File: src/rtl/tdc_ctrl_pkg.sv
// rtl/tdc_ctrl_pkg.sv - shared types and defaults for the TDC coarse measurement controller
package tdc_ctrl_pkg;

    localparam int DEF_CNT_W       = 16;
    localparam int DEF_SYNC_STAGES = 2;

    typedef enum logic [1:0] {
        IDLE  = 2'd0,
        ARMED = 2'd1,
        RUN   = 2'd2,
        DONE  = 2'd3
    } tdc_state_t;

    // Result record at the default counter width.
    typedef struct packed {
        logic                 timeout;
        logic [DEF_CNT_W-1:0] count;
    } tdc_result_t;

endpackage

File: src/rtl/tdc_measure_ctrl_edge.sv
// rtl/tdc_measure_ctrl_edge.sv - synchronizer plus rising-edge pulse generator for one async input
//
// Ports:
//   clk, rst   clock and asynchronous active-high reset
//   async_in   asynchronous level input
//   pulse      registered one-cycle pulse on each synchronized rising edge
module async_edge_pulse #(
    parameter int SYNC_STAGES = 2
) (
    input  logic clk,
    input  logic rst,
    input  logic async_in,
    output logic pulse
);

    logic [SYNC_STAGES-1:0] sync_q;
    logic                   history;

    always_ff @(posedge clk or posedge rst) begin
        if (rst) begin
            sync_q  <= '0;
            history <= 1'b0;
            pulse   <= 1'b0;
        end else begin
            sync_q  <= {sync_q[SYNC_STAGES-2:0], async_in};
            history <= sync_q[SYNC_STAGES-1];
            // Rise seen at the end of the chain but not yet in history.
            pulse   <= sync_q[SYNC_STAGES-1] & ~history;
        end
    end

endmodule

File: src/rtl/tdc_measure_ctrl.sv
// rtl/tdc_measure_ctrl.sv - arm/start/stop sequencing and coarse cycle count for one TDC measurement
//
// Ports:
//   clk, rst        clock and asynchronous active-high reset
//   arm, abort      clk-domain controls: arm a measurement / cancel armed or running one
//   start_async     asynchronous start event (rising edge)
//   stop_async      asynchronous stop event (rising edge)
//   busy            high while ARMED or RUN
//   result_valid    result presented, held until result_ready
//   result_ready    consumer accepts result
//   result_count    coarse interval in clk cycles
//   result_timeout  measurement ended by timeout rather than stop
module tdc_measure_ctrl
    import tdc_ctrl_pkg::*;
#(
    parameter int SYNC_STAGES = DEF_SYNC_STAGES,
    parameter int CNT_W       = DEF_CNT_W,
    parameter int TIMEOUT_CYC = 1000
) (
    input  logic             clk,
    input  logic             rst,
    input  logic             arm,
    input  logic             abort,
    input  logic             start_async,
    input  logic             stop_async,
    output logic             busy,
    output logic             result_valid,
    input  logic             result_ready,
    output logic [CNT_W-1:0] result_count,
    output logic             result_timeout
);

    if (SYNC_STAGES < 2 || SYNC_STAGES > 4) begin : g_bad_sync
        $error("SYNC_STAGES must be in 2..4");
    end
    if (TIMEOUT_CYC < 1 || longint'(TIMEOUT_CYC) > ((longint'(1) << CNT_W) - 1)) begin : g_bad_timeout
        $error("TIMEOUT_CYC must be in 1..2**CNT_W-1");
    end

    localparam logic [CNT_W-1:0] TIMEOUT_VAL = CNT_W'(TIMEOUT_CYC);

    logic             start_pulse;
    logic             stop_pulse;
    tdc_state_t       state;
    logic [CNT_W-1:0] counter;

    async_edge_pulse #(.SYNC_STAGES(SYNC_STAGES)) u_start_edge (
        .clk      (clk),
        .rst      (rst),
        .async_in (start_async),
        .pulse    (start_pulse)
    );

    async_edge_pulse #(.SYNC_STAGES(SYNC_STAGES)) u_stop_edge (
        .clk      (clk),
        .rst      (rst),
        .async_in (stop_async),
        .pulse    (stop_pulse)
    );

    always_ff @(posedge clk or posedge rst) begin
        if (rst) begin
            state          <= IDLE;
            counter        <= '0;
            busy           <= 1'b0;
            result_valid   <= 1'b0;
            result_count   <= '0;
            result_timeout <= 1'b0;
        end else begin
            case (state)
                IDLE: begin
                    if (arm) begin
                        state <= ARMED;
                        busy  <= 1'b1;
                    end
                end
                ARMED: begin
                    // A stop coincident with start is simply not looked at here.
                    if (abort) begin
                        state <= IDLE;
                        busy  <= 1'b0;
                    end else if (start_pulse) begin
                        state   <= RUN;
                        counter <= CNT_W'(1);
                    end
                end
                RUN: begin
                    // Priority: abort, then stop, then timeout.
                    if (abort) begin
                        state <= IDLE;
                        busy  <= 1'b0;
                    end else if (stop_pulse) begin
                        state          <= DONE;
                        busy           <= 1'b0;
                        result_valid   <= 1'b1;
                        result_count   <= counter;
                        result_timeout <= 1'b0;
                    end else if (counter == TIMEOUT_VAL) begin
                        state          <= DONE;
                        busy           <= 1'b0;
                        result_valid   <= 1'b1;
                        result_count   <= TIMEOUT_VAL;
                        result_timeout <= 1'b1;
                    end else begin
                        counter <= counter + CNT_W'(1);
                    end
                end
                DONE: begin
                    if (result_ready) begin
                        state        <= IDLE;
                        result_valid <= 1'b0;
                    end
                end
                default: begin
                    state        <= IDLE;
                    busy         <= 1'b0;
                    result_valid <= 1'b0;
                end
            endcase
        end
    end

endmodule

File: config.mk
export PLATFORM = sky130hd
export DESIGN_NAME = tdc_measure_ctrl
export DESIGN_NICKNAME = d
export VERILOG_FILES = /design/src/rtl/tdc_ctrl_pkg.sv /design/src/rtl/tdc_measure_ctrl_edge.sv /design/src/rtl/tdc_measure_ctrl.sv
export SDC_FILE = /design/constraint.sdc
export NUM_CORES = 1
export LEC_CHECK = 0
export CORE_UTILIZATION = 59
export CTS_CLUSTER_DIAMETER = 50
export DETAILED_ROUTE_END_ITERATION = 8
export PLACE_DENSITY = 0.84
export SETUP_SLACK_MARGIN = 0.05
export SLEW_MARGIN = 30
export SYNTH_ARGS = -nofsm -noshare
export SYNTH_HDL_FRONTEND = slang
export SYNTH_SLANG_ARGS = --single-unit
File: constraint.sdc
create_clock -name clk -period 2.85 [get_ports clk]
set_input_delay 0.855 -clock clk [delete_from_list [all_inputs] [get_ports clk]]
set_output_delay 0.855 -clock clk [all_outputs]
set_load 0.01 [all_outputs]
==> metrics.md <==
| Metric | Value |
|---|---|
| Final nets | 237 |
| CP Class | in -> reg |
| Asr flop ratio synth | 100% |
| Worst-path clk slew | around 130 ps |
| Synth-to-layout area growth | 16.9% |
| Worst EP arrival | 2640 ps |
| Area of the die | 3850 µm² |
| Post-CTS Hold Buffers | 0 |
| Cell Area, Synth | 2130 µm² |
| TritonCTS buffer count | 5 |
| Crit-path max FO | 15 |
| Root Buffer | clkbuf_4 |
| Slew Viols, Final | 0 |
| Fillers | 245 |
| Pre-antenna DRT Iters | 5 |
| Die Width | around 62 µm |
| Yosys cell types | 40 |
| Commonest non-fill, non-tap cell in the layout | dfrtp_1 |
| Residual DRC | 0 |
| Fin crit period | 2340 ps |
| Hold WC Path Type | reg -> reg |
| First-pass GRT wire length | 6.84 mm |
| Share of cells above drive strength 1 | 8.48% |
| Post-synth top area share | 52.9% |
| Max incr delay on CP | 540 ps |
| EDFF count, synth | 0 |
| Starting DRT DRC Count | 94 |
| Final worst path period share | between 80% and 90% |
| Postcts setup bufs | 0 |
| CTS tree | done |
| Setup TNS Final | 0 ps |
| Routed WL per cell | roughly 16 µm |
| Peak supply drop | 0.406 mV |
| Height of the die | 62.0 µm |
| Slew at the pin closest to its max-slew limit | 626 ps |
| Routed Antenna Nets | 0 |
| Starting density of the core | 62.8% |
| Crit path cell chain | clkdlybuf4s50_1, nand2b_1, nor3_4, buf_4, nand4_1, mux2i_1 |
| Area leader, netlist | dfrtp_1 |
| H-tree Lvls | 2 |
| Syn_area_per_cell | ~11 µm² |
| Sequential-to-total area share from yosys stat | between 50% and 60% |
| Clock tree sinks | 45 |
| Unrepaired setup endpoints after global routing | no |
| Fin. Hold Viols | 0 |
| Max_cap viols | 0 |
| Area contributors post-synth | dfrtp_1, ha_1, a22o_1 |
| Power per Cell Area | about 760 nW/µm² |
| Startpoint class of the critical path | input pin |
| Via count | about 1600 |
| Total track usage | about a quarter |
| Main synth FF type | dfrtp_1 |
| Clk_lat worst skew | 360 ps |
| Skew final | 15.4 ps |
| ANT cells | 0 |
| Number of global-route vias before repair | 1550 |
| Status | finished clean |
| Total number of yosys warnings | 0 |
| Top Ports | 26 |
| Via density | slightly below 6 |
| CTS max path bufs | 2 |
| Worst relative slew slack | 58.1% |
| Multi-input gate area | 907 µm² |
| Grt ovf | 0 |
| Post-Syn Instances | 195 |
| DP Wirelength | 3.01 mm |
| Commonest cells after routing, fill and taps aside | dfrtp_1, clkdlybuf4s50_1, nand2_1 |
| Yosys reg bits | 45 |
| Largest net degree at the start of global routing | 46 |
| Power Total | 0.00189 W |
| Register Area | 1130 µm² |
| Final setup vio count | 0 |
| Final wirelength | ~4.3 mm |
| Initial antenna violation count | 0 |
| Required @ worst endpoint | roughly 3200 ps |
| Leak pwr | roughly 1.1 nW |
| Fmax | between 0.4 and 0.5 GHz |
| CP max-delay cell | nor3_4 |
| Port Buf Inserts | 25 |
| Post-CTS resize count | 0 |
| # rows | 21 |
| Routability cong. | 0.852 |
| Syn_nets | 209 |
| Core Area | 3390 µm² |
| Crit end category | flip-flop |
[worst paths after layout]
| path | start | end | slack, ps | cells after the start |
|---|---|---|---|---|
| max in group asynchronous | rst | u_start_edge.pulse$_DFF_PP0_ | 1550 | 3 |
| hold / removal | u_stop_edge.sync_q[0]$_DFF_PP0_ | u_stop_edge.sync_q[1]$_DFF_PP0_ | 370 | 0 |
| setup / recovery | abort | counter[8]$_DFFE_PP0P_ | 510 | 6 |
| hold reg to reg | u_stop_edge.sync_q[0]$_DFF_PP0_ | u_stop_edge.sync_q[1]$_DFF_PP0_ | 370 | 0 |
| min in group asynchronous | rst | counter[7]$_DFFE_PP0P_ | 920 | 3 |
| setup reg to reg | counter[0]$_DFFE_PP0P_ | counter[2]$_DFFE_PP0P_ | 550 | 7 |
[cells in the mapped netlist, types with 2 or more instances]
cell type / instances
ha_1: 7
nand3_1: 11
and3_1: 3
nor4b_2: 2
dfrtp_1: 45
nor3_1: 2
o21ai_1: 2
nand2_1: 17
buf_4: 2
nor2_1: 10
a22o_1: 9
nand2b_1: 3
mux2i_1: 7
or3_1: 4
clkbuf_1: 2
nand4_1: 5
o21ai_0: 10
nor3b_1: 2
a21oi_1: 11
o22a_1: 4
nor2b_1: 6
buf_6: 3
inv_1: 10
nor4_1: 2
[critical path: cells and delay by family]
kind                   cells  cell delay (ps)
buffers and inverters      2              730
muxes                      1              140
and+or+nand+nor            3              920
[cell families (layout without fill, tap and decap cells)]
| kind of cell | Yosys count | count (layout) | synth area share [%] |
|---|---|---|---|
| mux | 8 | 8 | 3.82 |
| buf+inv | 17 | 46 | 4.41 |
| fa+ha+maj | 7 | 7 | 4.12 |
| xor+xnor | 1 | 1 | 0.412 |
| compound gates | 45 | 45 | 15.4 |
| flops | 45 | 45 | 52.9 |
| simple gates | 72 | 72 | 18.9 |
[layout make-up]
class                      instances  share of cell area, %
multi-input combinational        133                   36.5
sequential                        45                   45.3
tap                               46                   2.32
clock inverter                     1                   1.21
inverter                          10                   1.51
clock buffer                       7                   2.21
timing repair buffer              28                   11.0
[power breakdown]
| part | internal (W) | leakage [nW] | switching, W |
|---|---|---|---|
| Clock | 0.000210 | 0.0455 | 0.000196 |
| Sequential | 0.000774 | 0.587 | 0.000115 |
| Combinational | 0.000311 | 0.427 | 0.000279 |
| Total | 0.00129 | 1.06 | 0.000591 |
[through the flow]
step	hold slack, ps	utilization [%]	std cells	instance area [µm²]	setup WS, ps
5_1_grt	381	73.3	270	2490	340
2_1_floorplan	331	-	195	2130	936
3_5_place_dp	336	70.8	262	2400	125
3_3_place_gp	338	70.8	262	2400	227
4_1_cts	375	73.3	270	2490	511
6_report	372	73.3	270	2490	509
[state kept, by name, summed over array words and instances, names as in the netlist, 2 cells and up]
register / count
state: 2
u_start_edge.sync_q: 2
u_stop_edge.sync_q: 2
result_count: 16
counter: 16
[metal layers]
metal  vias to the layer above  global-route usage, %  wire (µm)
met5                         -                      0          0
met4                         0                   11.1         72
met3                         8                   6.21        174
met2                        48                   42.7       2180
met1                       780                   30.4       1830
li1                        763                      -          -
(Power assumes the default switching activity.)
